$ cat src/rtl/uart_byte_fifo_pkg.sv
// Shared definitions for the UART-to-shift-driver byte FIFO: pop FSM states and widths.
package uart_byte_fifo_pkg;

    localparam int BYTE_W = 8;
    localparam int GAP_W  = 4;

    typedef enum logic [1:0] {
        ST_IDLE  = 2'd0,
        ST_ISSUE = 2'd1,
        ST_GAP   = 2'd2
    } fifo_state_t;

endpackage

$ cat src/rtl/fifo_mem_sync.sv
// Single-clock byte storage: one write port, one registered read port with read enable.
module fifo_mem_sync #(
    parameter int ADDR_W = 4,
    parameter int DATA_W = 8
) (
    input  logic              clk,
    input  logic              rst_n,
    input  logic              wr_en,
    input  logic [ADDR_W-1:0] wr_addr,
    input  logic [DATA_W-1:0] wr_data,
    input  logic              rd_en,
    input  logic [ADDR_W-1:0] rd_addr,
    output logic [DATA_W-1:0] rd_data
);

    localparam int DEPTH = 1 << ADDR_W;

    logic [DATA_W-1:0] mem [DEPTH];
    logic [DATA_W-1:0] rd_data_reg;

    always_ff @(posedge clk) begin
        if (wr_en) begin
            mem[wr_addr] <= wr_data;
        end
    end

    // Read register only loads on a pop, so the popped byte is held between strobes.
    always_ff @(posedge clk or negedge rst_n) begin
        if (!rst_n) begin
            rd_data_reg <= '0;
        end else if (rd_en) begin
            rd_data_reg <= mem[rd_addr];
        end
    end

    assign rd_data = rd_data_reg;

endmodule

$ cat src/rtl/uart_byte_fifo.sv
// Byte FIFO between UART receiver and 74HC595 shift driver, pacing pops as spaced one-cycle strobes.
// Optional macro UART_BYTE_FIFO_LEVEL_EN adds the level and almost_full outputs.
module uart_byte_fifo
    import uart_byte_fifo_pkg::*;
#(
    parameter int DEPTH_LOG2 = 4,
    parameter int MIN_GAP    = 2
`ifdef UART_BYTE_FIFO_LEVEL_EN
    ,
    parameter int ALMOST_FULL = (2 ** DEPTH_LOG2) - 2
`endif
) (
    input  logic              clk,
    input  logic              rst_n,
    input  logic              in_valid,
    input  logic [BYTE_W-1:0] in_data,
    input  logic              sink_busy,
    output logic              out_strobe,
    output logic [BYTE_W-1:0] out_data,
    output logic              full,
    output logic              empty,
    output logic              overflow,
    input  logic              overflow_clr
`ifdef UART_BYTE_FIFO_LEVEL_EN
    ,
    output logic [DEPTH_LOG2:0] level,
    output logic                almost_full
`endif
);

    localparam logic [DEPTH_LOG2:0] FULL_CNT = {1'b1, {DEPTH_LOG2{1'b0}}};

    fifo_state_t             state_reg, state_next;
    logic [GAP_W-1:0]        gap_reg, gap_next;
    logic [DEPTH_LOG2-1:0]   wr_ptr_reg, rd_ptr_reg;
    logic [DEPTH_LOG2:0]     count_reg, count_next;
    logic                    full_reg, empty_reg, overflow_reg, strobe_reg;
    logic                    push, pop, drop, rd_en;

    // A pop in the ISSUE cycle frees a slot, so a push into a full FIFO is accepted then.
    assign pop  = (state_reg == ST_ISSUE);
    assign push = in_valid && (!full_reg || pop);
    assign drop = in_valid && full_reg && !pop;

    always_comb begin
        state_next = state_reg;
        gap_next   = gap_reg;
        case (state_reg)
            ST_IDLE: begin
                if (!empty_reg && !sink_busy) begin
                    state_next = ST_ISSUE;
                end
            end
            ST_ISSUE: begin
                state_next = ST_GAP;
                gap_next   = GAP_W'(MIN_GAP - 1);
            end
            ST_GAP: begin
                if (gap_reg != '0) begin
                    gap_next = gap_reg - GAP_W'(1);
                end else if (!sink_busy) begin
                    state_next = ST_IDLE;
                end
            end
            default: begin
                state_next = ST_IDLE;
            end
        endcase
    end

    assign rd_en = (state_reg == ST_IDLE) && (state_next == ST_ISSUE);

    always_comb begin
        count_next = count_reg;
        case ({push, pop})
            2'b10:   count_next = count_reg + (DEPTH_LOG2 + 1)'(1);
            2'b01:   count_next = count_reg - (DEPTH_LOG2 + 1)'(1);
            default: count_next = count_reg;
        endcase
    end

    always_ff @(posedge clk or negedge rst_n) begin
        if (!rst_n) begin
            state_reg    <= ST_IDLE;
            gap_reg      <= '0;
            wr_ptr_reg   <= '0;
            rd_ptr_reg   <= '0;
            count_reg    <= '0;
            full_reg     <= 1'b0;
            empty_reg    <= 1'b1;
            overflow_reg <= 1'b0;
            strobe_reg   <= 1'b0;
        end else begin
            state_reg  <= state_next;
            gap_reg    <= gap_next;
            count_reg  <= count_next;
            full_reg   <= (count_next == FULL_CNT);
            empty_reg  <= (count_next == '0);
            strobe_reg <= (state_next == ST_ISSUE);
            if (push) begin
                wr_ptr_reg <= wr_ptr_reg + DEPTH_LOG2'(1);
            end
            if (pop) begin
                rd_ptr_reg <= rd_ptr_reg + DEPTH_LOG2'(1);
            end
            // A dropped byte outranks a simultaneous clear.
            if (drop) begin
                overflow_reg <= 1'b1;
            end else if (overflow_clr) begin
                overflow_reg <= 1'b0;
            end
        end
    end

    fifo_mem_sync #(
        .ADDR_W (DEPTH_LOG2),
        .DATA_W (BYTE_W)
    ) u_mem (
        .clk     (clk),
        .rst_n   (rst_n),
        .wr_en   (push),
        .wr_addr (wr_ptr_reg),
        .wr_data (in_data),
        .rd_en   (rd_en),
        .rd_addr (rd_ptr_reg),
        .rd_data (out_data)
    );

    assign out_strobe = strobe_reg;
    assign full       = full_reg;
    assign empty      = empty_reg;
    assign overflow   = overflow_reg;

`ifdef UART_BYTE_FIFO_LEVEL_EN
    logic [DEPTH_LOG2:0] level_reg;
    logic                almost_full_reg;

    always_ff @(posedge clk or negedge rst_n) begin
        if (!rst_n) begin
            level_reg       <= '0;
            almost_full_reg <= 1'b0;
        end else begin
            level_reg       <= count_next;
            almost_full_reg <= (count_next >= (DEPTH_LOG2 + 1)'(ALMOST_FULL));
        end
    end

    assign level       = level_reg;
    assign almost_full = almost_full_reg;
`endif

endmodule

$ cat config.mk
export PLATFORM = sky130hd
export DESIGN_NAME = uart_byte_fifo
export DESIGN_NICKNAME = d
export VERILOG_FILES = /design/src/rtl/uart_byte_fifo_pkg.sv /design/src/rtl/fifo_mem_sync.sv /design/src/rtl/uart_byte_fifo.sv
export SDC_FILE = /design/constraint.sdc
export NUM_CORES = 1
export LEC_CHECK = 0
export CAP_MARGIN = 20
export CELL_PAD_IN_SITES_DETAIL_PLACEMENT = 1
export CELL_PAD_IN_SITES_GLOBAL_PLACEMENT = 1
export CORE_ASPECT_RATIO = 1.75
export CORE_MARGIN = 2
export CORE_UTILIZATION = 50
export CTS_CLUSTER_SIZE = 30
export DETAILED_ROUTE_END_ITERATION = 8
export GPL_TIMING_DRIVEN = 1
export PLACE_DENSITY_LB_ADDON = 0.3
export SYNTH_ARGS = -nofsm -noshare
export SYNTH_HDL_FRONTEND = slang
export SYNTH_SLANG_ARGS = --single-unit
$ cat constraint.sdc
create_clock -name clk -period 7.3 [get_ports clk]
set_input_delay 1.46 -clock clk [delete_from_list [all_inputs] [get_ports clk]]
set_output_delay 1.46 -clock clk [all_outputs]
set_load 0.005 [all_outputs]
==> reports/results.txt, run 1 <==
Area of the multi-input gates = 0.00170 mm^2
Worst Reg-to-Reg Cells = 11
Hold Vio Cnt, Final = 0
Longest Clk Path Bufs = 2
DR vias = 3266
Critical path capture point type = flip-flop
Drt via density = 5.69
Drt pass-1 iters = 4
Outcome = completed
Worst slew pin tran = 1.07 ns
Post-CTS setup buffers = 0
Max Slew Vio Count = 0
Placed wire-length estimate = 8.99 mm
Synth cell types = 41
Yosys warnings = 0
ANT cells = 0
First-pass GRT wire length = 20.8 mm
Storage element area = 0.00462 mm^2
Setup crit start = in_valid
Unrepaired setup endpoints after global routing = no
Req. time, crit path = 7.64 ns
Initial core utilization = 50.5%
Leakage = 2.54 nW
Final setup fails = 0
CP startpoint kind = input port
Initial antenna violation count = 0
Die area = 0.0139 mm^2
Maximum number of pins on one net before global-route repair = 36
DRC = 0
CTS Sinks = 159
H-tree levels = 4
Port buffer count = 24
Hold WC Path Type = flip-flop to flip-flop
Post-Syn Area = 0.00646 mm^2
Max reg flops = 128
Post-CTS sizing = 0
Fillers = 1164
R2r startpoint = state_reg[1]$_DFF_PN0_
Synthesis-to-layout area growth = 14.3%
Min Clock Period, post-route = 4.20 ns
Nets = 412
Routability cong. = 0.801
Die X-Extent = 89.9 um
Util after Layout = 57.7%
Syn Nets = 383
DP Worst Slack = 2.65 ns
CTS tree = built
Num ports = 25
Total wire length = 13.0 mm
Clock buffer count from CTS = 17
Yosys reg bits = 159
Clock Skews = 0.00945 ns
WP data arrival = 4.54 ns
Ys async rst share = 19.5%
EDFF count, synth = 128
Mapped Cells = 361
R2R setup slack = 3.97 ns
Setup TNS = 0 ns
Std-Cell Rows = 55
Max cap viols = 0
Final critical-path setup slack = 3.10 ns
Crit Path Max Fanout = 11
Setup Crit Path Kind = input port to flip-flop
Overall power = 2.89 mW
Fmax = 238 MHz
Core area = 0.0128 mm^2
Gr ovfl total = 0
Root Buffer = clkbuf_16
Synthesized area per cell = 17.9 um^2
1st-iter DRT viols = 145
Worst hold slack = 0.476 ns
Remaining antenna violation count after routing = 0
Predominant post-synthesis flop cell = edfxtp_1
Vias in the first global route = 3635
Power per cell area = 391 mW/mm^2
WL/cell = 22.7 um
Post-route clock period utilization = 57.5%
Crit path to = full$_DFF_PN0_
Sequential area share after synthesis = 71.5%
Post-CTS Hold Buffers = 0
Maximum VDD drop = 0.187 mV
Die Ht = 154 um
Clk_lat worst skew = 0.42 ns
GRT Overall Usage = 20.4%
Critical R2R Capture = full$_DFF_PN0_
Rel. slew slack = 28.9%
Clk slew on worst S/H paths = 0.07 ns
Share of cells above drive strength 1 = 18.1%
[kinds of logic (layout without fill, tap and decap cells)]
group	count (synthesis)	after routing	synth area share, %
AOI/OAI and AO/OA	36	36	3.21
and+or+nand+nor	68	68	5.77
DFF	159	159	71.5
buffers and inverters	27	69	2.19
adders and majority gates	9	9	1.74
xor gates and xnor gates	12	12	1.63
muxes	50	50	14.0
[per-stage QoR]
| stage | area (um^2) | std cells |
|---|---|---|
| 2_1_floorplan | 6460 | 361 |
| 3_3_place_gp | 6840 | 542 |
| 3_5_place_dp | 6840 | 542 |
| 4_1_cts | 7390 | 574 |
| 5_1_grt | 7390 | 574 |
| 6_report | 7390 | 574 |
[cells in the mapped netlist (5+ instances only)]
cell	number	area (um^2)
edfxtp_1	128	3840
mux4_2	32	721
dfrtp_1	30	751
mux2i_1	17	170
nor2_1	15	56.3
a21oi_1	13	65.1
and2_1	13	81.3
nand2_1	13	48.8
o21ai_1	11	55.1
ha_1	9	113
buf_2	8	40.0
inv_1	8	30.0
xnor2_1	8	70.1
nor3_1	5	25.0
o21ai_0	5	25.0
[power breakdown]
part / total [mW] / switching [mW] / internal (mW)
combinational: 0.807 / 0.414 / 0.394
clock: 0.822 / 0.375 / 0.447
sequential: 1.26 / 0.122 / 1.14
total: 2.89 / 0.910 / 1.98
[worst max-delay path: stages]
cell	delay, ns
clkdlybuf4s50_1	0.48
a21boi_1	0.65
inv_2	0.13
ha_1	0.36
xor2_1	0.21
ha_1	0.23
o21ai_0	0.15
a21oi_1	0.07
a2111oi_2	0.33
xor2_1	0.26
nor3b_2	0.20
[final cells by class]
type | instances | area share, %
clock buffer | 18 | 5.81
tap | 171 | 2.90
inverter | 10 | 0.508
clock inverter | 14 | 1.63
sequential | 159 | 62.6
multi-input combinational | 175 | 23.0
timing repair buffer | 27 | 3.56
[cell usage in the layout (no fill, tap or decap), types with 2 or more instances in the layout]
master | netlist | layout
a21oi_1 | 13 | 13
and2_1 | 13 | 13
and4_1 | 4 | 4
buf_4 | 2 | 3
clkbuf_16 | 0 | 17
clkdlybuf4s50_1 | 0 | 24
clkinv_4 | 0 | 4
dfrtp_1 | 30 | 29
edfxtp_1 | 128 | 128
ha_1 | 9 | 9
inv_1 | 8 | 8
inv_2 | 2 | 2
inv_4 | 0 | 3
inv_6 | 0 | 5
inv_8 | 0 | 2
mux2i_1 | 17 | 17
mux4_2 | 32 | 32
nand2_1 | 13 | 13
nand2b_1 | 4 | 4
nand3_1 | 2 | 2
nand4_1 | 2 | 2
nor2_1 | 15 | 15
nor2b_1 | 4 | 4
nor3_1 | 5 | 5
o21ai_0 | 5 | 5
o21ai_1 | 11 | 11
xnor2_1 | 8 | 8
xor2_1 | 4 | 4
[worst min-delay path by stage]
stage | slack (ns) | cells past startpoint | to | from
6_report | 0.48 | 1 | gap_reg[3]$_DFFE_PN0P_ | gap_reg[3]$_DFFE_PN0P_
5_1_grt | 0.52 | 1 | gap_reg[3]$_DFFE_PN0P_ | gap_reg[3]$_DFFE_PN0P_
4_1_cts | 0.48 | 1 | gap_reg[3]$_DFFE_PN0P_ | gap_reg[3]$_DFFE_PN0P_
3_5_place_dp | 0.47 | 1 | gap_reg[3]$_DFFE_PN0P_ | gap_reg[3]$_DFFE_PN0P_
3_3_place_gp | 0.46 | 1 | gap_reg[3]$_DFFE_PN0P_ | gap_reg[3]$_DFFE_PN0P_
2_1_floorplan | 0.44 | 1 | gap_reg[3]$_DFFE_PN0P_ | gap_reg[3]$_DFFE_PN0P_
[layer usage]
layer	global-route usage [%]	up-vias	share of wire, %
met1	22.9	1721	38
met4	8.50	0	1.9
li1	-	1459	-
met3	3.99	18	2.1
met2	37.8	68	58
met5	0	-	0
Note: power is estimated with default switching activity, not from simulation.
==> run 2: changes to the inputs <==
--- a/config.mk
+++ b/config.mk
@@ -10,7 +10,7 @@
 export CELL_PAD_IN_SITES_GLOBAL_PLACEMENT = 1
 export CORE_ASPECT_RATIO = 1.75
 export CORE_MARGIN = 2
-export CORE_UTILIZATION = 50
+export CORE_UTILIZATION = 47
 export CTS_CLUSTER_SIZE = 30
 export DETAILED_ROUTE_END_ITERATION = 8
 export GPL_TIMING_DRIVEN = 1
==> constraint.sdc (replaced) <==
create_clock -name clk -period 3.6 [get_ports clk]
set_input_delay 0.72 -clock clk [delete_from_list [all_inputs] [get_ports clk]]
set_output_delay 0.72 -clock clk [all_outputs]
set_load 0.005 [all_outputs]
==> run 2 against run 1 <==
Net effect:
- power is 110% higher
- worst setup slack worse by 2.5 ns
- non-clock buffer count is 2 higher
- sequential power is 110% higher
- final area is 1.2% higher
- largest cell class unchanged
==> reports/results.txt, run 2 (synthesized netlist as in run 1, its figures left out) <==
Post-CTS Hold Buffers = 0
Synthesis-to-layout area growth = 15.6%
Setup Crit Path Kind = input port to flip-flop
Util after Layout = 55.5%
Max Slew Vio Count = 0
H-tree levels = 4
DR vias = 3269
Maximum VDD drop = 0.382 mV
Setup crit start = in_valid
Remaining antenna violation count after routing = 0
Critical path capture point type = flip-flop
Core area = 0.0135 mm^2
Setup TNS = 0 ns
Total wire length = 13.2 mm
Crit path to = full$_DFF_PN0_
Clk_lat worst skew = 0.42 ns
1st-iter DRT viols = 219
Clock Skews = 0.0118 ns
Clock buffer count from CTS = 17
CTS Sinks = 159
CP startpoint kind = input port
ANT cells = 0
Initial core utilization = 48.0%
R2R setup slack = 0.73 ns
Die Ht = 159 um
Max reg flops = 128
CTS tree = built
Hold Vio Cnt, Final = 0
Post-CTS setup buffers = 0
Drt pass-1 iters = 5
Vias in the first global route = 3662
Finished Cell Area = 0.00747 mm^2
Req. time, crit path = 3.94 ns
Port buffer count = 24
Post-route clock period utilization = 82.3%
Longest Clk Path Bufs = 2
R2r startpoint = state_reg[1]$_DFF_PN0_
Initial antenna violation count = 0
Num ports = 25
Min Clock Period, post-route = 2.96 ns
Post-DP Area = 0.00686 mm^2
Final setup fails = 0
Post-CTS sizing = 0
Max cap viols = 0
Hold WC Path Type = flip-flop to flip-flop
Power per cell area = 811 mW/mm^2
Routability cong. = 0.802
Leakage = 2.58 nW
WL/cell = 22.9 um
DRC = 0
GRT Overall Usage = 19.7%
Share of cells above drive strength 1 = 18.8%
Unrepaired setup endpoints after global routing = no
Die area = 0.0147 mm^2
Outcome = completed
WP data arrival = 3.31 ns
Std-Cell Rows = 56
Maximum number of pins on one net before global-route repair = 36
Worst slew pin tran = 0.996 ns
First-pass GRT wire length = 21.2 mm
Final critical-path setup slack = 0.638 ns
Fmax = 338 MHz
Gr ovfl total = 0
Critical R2R Capture = full$_DFF_PN0_
Highest-count cells in the layout ignoring fill and taps = edfxtp_1, mux4_2, dfrtp_1, clkdlybuf4s50_1
Clk slew on worst S/H paths = 0.07 ns
Most common cell after layout, fill and taps aside = edfxtp_1
Rel. slew slack = 33.6%
Crit Path Max Fanout = 9
DP Worst Slack = 0.209 ns
Placed wire-length estimate = 8.66 mm
Die X-Extent = 92.6 um
Drt via density = 5.65
Root Buffer = clkbuf_16
Nets = 414
Worst Reg-to-Reg Cells = 11
Worst hold slack = 0.481 ns
[run 2: worst min path at each step]
stage / start / end / slack [ns] / cells past startpoint
after floorplan: rst_n / count_reg[0]$_DFF_PN0_ / 0.42 / 0
after global placement: count_reg[4]$_DFF_PN0_ / count_reg[4]$_DFF_PN0_ / 0.47 / 1
after detailed placement: count_reg[4]$_DFF_PN0_ / count_reg[4]$_DFF_PN0_ / 0.47 / 1
after CTS: count_reg[4]$_DFF_PN0_ / count_reg[4]$_DFF_PN0_ / 0.48 / 1
after global routing: count_reg[4]$_DFF_PN0_ / count_reg[4]$_DFF_PN0_ / 0.51 / 1
final: count_reg[4]$_DFF_PN0_ / count_reg[4]$_DFF_PN0_ / 0.48 / 1
[run 2: cell type report]
class	instances	area, um^2
clock buffers	18	439
flip-flops and latches	159	4620
inverters	10	37.5
repair buffers	29	278
fillers	1243	5980
multi-input cells	175	1700
clock inverters	14	176
well taps	174	218
[run 2: worst max-delay path, cell delays in order]
cell and delay (ns):
clkdlybuf4s50_1 0.48, a21boi_1 0.25, inv_2 0.09, ha_1 0.33, xor2_1 0.21, ha_1 0.23, o21ai_0 0.17, a21oi_1 0.07
a2111oi_2 0.32, xor2_1 0.24, nor3b_2 0.20
[run 2: routing by layer]
metal / part of all wire [%] / wire [um] / global-route usage, %
met1: 39 / 5190 / 23.1
met2: 56 / 7390 / 35.1
met3: 2.6 / 341 / 4.12
met4: 2.4 / 317 / 7.42
met5: 0 / 0 / 0
[run 2: stage by stage]
step / total power, mW / instances
after global routing: 6.37 / 579
after floorplan: 3.73 / 361
after global placement: 4.17 / 547
final: 6.06 / 579
after detailed placement: 4.23 / 547
after CTS: 6.12 / 579
[run 2: where the power goes]
part	internal (mW)	leakage [nW]	total [mW]	switching [mW]
clock network	1.12	0.304	1.86	0.743
registers	2.31	1.54	2.64	0.336
logic	0.804	0.742	1.55	0.746
total	4.23	2.58	6.06	1.82
==> run 3: changes to the inputs <==
==> constraint.sdc (replaced) <==
create_clock -name clk -period 2.71 [get_ports clk]
set_input_delay 0.542 -clock clk [delete_from_list [all_inputs] [get_ports clk]]
set_output_delay 0.542 -clock clk [all_outputs]
set_load 0.005 [all_outputs]
==> run 3 against run 2 <==
Net effect:
- final area rose by 2.7%
- die area did not move
- flip-flop and latch count did not move
- combinational power rose by 50%
- non-clock buffer count rose by 23
- final cell count rose by 4.0%
- critical path type unchanged
- largest power group unchanged
==> reports/results.txt, run 3 (synthesized netlist as in run 1, its figures left out) <==
Die area = 0.0147 mm^2
Power per cell area = 1060 mW/mm^2
CTS Sinks = 159
R2r startpoint = state_reg[1]$_DFF_PN0_
Crit-path slowest cell = clkdlybuf4s50_1
Setup Crit Path Kind = input port to flip-flop
Remaining antenna violation count after routing = 0
WL/cell = 21.9 um
Post-CTS Hold Buffers = 0
Share of cells above drive strength 1 = 23.6%
GRT Overall Usage = 19.8%
Worst Reg-to-Reg Cells = 11
Gr ovfl total = 0
Initial core utilization = 48.0%
Max cap viols = 0
Layout Cells excl Fill = 602
Most Crowded Layer GR = met2
Vias in the first global route = 3787
Critical-path cell list = clkdlybuf4s50_1 > a21boi_4 > inv_2 > ha_1 > xor2_1 > ha_2 > o21ai_1 > o2bb2ai_1 > a2111oi_2 > xor2_1 > nor3b_2
Rel. slew slack = 45.2%
ANT cells = 0
Die Ht = 159 um
Routability cong. = 0.811
1st-iter DRT viols = 263
Highest-count cells in the layout ignoring fill and taps = edfxtp_1, mux4_2, dfrtp_1, buf_4, clkdlybuf4s50_1
Final setup fails = 0
Num ports = 25
Met2 Use GR = 35.4%
Port buffer count = 24
Req. time, crit path = 3.06 ns
GR Layer Usage met3 = 4.83%
Worst hold stages = 1
Placed insts = 569
Std-Cell Rows = 56
Clk slew on worst S/H paths = 0.07 ns
Setup TNS = 0 ns
Hold WC Path Type = flip-flop to flip-flop
Met1 GRT Util = 22.7%
Util after Layout = 57.0%
Worst hold slack = 0.473 ns
H-tree levels = 4
Drt via density = 5.55
Max Slew Vio Count = 0
Drt pass-1 iters = 4
Clock Skews = 0.0178 ns
Worst path top cell family by delay = compound AO/OA/AOI/OAI gates
R2R setup slack = 0.21 ns
Hold Path Sink = count_reg[4]$_DFF_PN0_
Fmax = 384 MHz
Finished Cell Area = 0.00767 mm^2
Critical path capture point type = flip-flop
First-pass GRT wire length = 21.5 mm
Initial antenna violation count = 0
Leakage = 2.71 nW
Die X-Extent = 92.6 um
CP startpoint kind = input port
Placed wire-length estimate = 8.87 mm
Nets = 437
Max incr delay on CP = 0.48 ns
Clk_lat worst skew = 0.42 ns
Maximum VDD drop = 0.601 mV
Critical R2R Capture = full$_DFF_PN0_
Clock buffer count from CTS = 17
DR vias = 3339
Max reg flops = 128
Crit Path Max Fanout = 4
Post-DP Area = 0.00703 mm^2
CTS tree = built
Longest Clk Path Bufs = 2
Maximum number of pins on one net before global-route repair = 36
CP bufs+invs = 2
Total wire length = 13.2 mm
Outcome = completed
Hold path startpoint = count_reg[4]$_DFF_PN0_
Min Clock Period, post-route = 2.60 ns
Core area = 0.0135 mm^2
Hold Vio Cnt, Final = 0
Worst slew pin tran = 0.822 ns
Top cell by count, worst path = xor2_1
Synthesis-to-layout area growth = 18.7%
DRC = 0
WP data arrival = 2.95 ns
Most common cell after layout, fill and taps aside = edfxtp_1
Root Buffer = clkbuf_16
Post-route clock period utilization = 96.0%
run 3: changes by cell type in the layout (fill, tap and decap cells not counted), sizes merged:
cell	before	now
clkinvlp	1	2
buf	5	28
inv	16	18
bufinv	3	0
clkinv	4	1
clkbuf	18	21
run 3: through the flow:
step           setup WS (ns)  total power [mW]
2_1_floorplan          0.211              4.95
3_3_place_gp          -0.244              5.61
3_5_place_dp          -0.350              5.75
4_1_cts               0.0485              8.18
5_1_grt              -0.0164              8.54
6_report               0.108              8.10
run 3: metal layers:
layer,part of all wire [%],routed length [um]
met1,39,5140
met2,58,7590
met3,2.3,299
met4,1.3,166
met5,0,0
run 3: final cells by class:
type                            count  area, um^2
Sequential cell                   159        4620
Clock inverter                     11         104
Tap cell                          174         218
Clock buffer                       21         504
Inverter                           10        37.5
Multi-Input combinational cell    175        1720
Fill cell                        1258        5780
Timing Repair Buffer               52         463
run 3: report_power, final:
group | switching (mW) | total (mW) | internal (mW)
registers | 0.321 | 3.38 | 3.06
logic | 1.14 | 2.32 | 1.18
clock network | 1.02 | 2.40 | 1.38
run 3: what timing repair did:
action                                  CTS  global route
resized for setup                         0             5
endpoints found under the setup margin    0             2
buffers inserted                          0             1
run 3: worst register-to-register path: stages, from the launching register on:
cell and delay [ns]:
dfrtp_1 0.39, nand2b_4 0.17, a21boi_4 0.15, inv_2 0.05, ha_1 0.22, xor2_1 0.19
ha_2 0.24, o21ai_1 0.08, o2bb2ai_1 0.15, a2111oi_2 0.35, xor2_1 0.25, nor3b_2 0.19
run 3: worst max-delay path by stage:
stage                                 from             end  slack (ns)  depth (start not counted)
CTS                               in_valid  full$_DFF_PN0_        0.05                         11
detailed placement                in_valid  full$_DFF_PN0_       -0.35                         11
global route                      in_valid  full$_DFF_PN0_       -0.02                         11
finish                            in_valid  full$_DFF_PN0_        0.11                         11
global placement                  in_valid  full$_DFF_PN0_       -0.24                         11
floorplan           state_reg[1]$_DFF_PN0_  full$_DFF_PN0_        0.21                         12
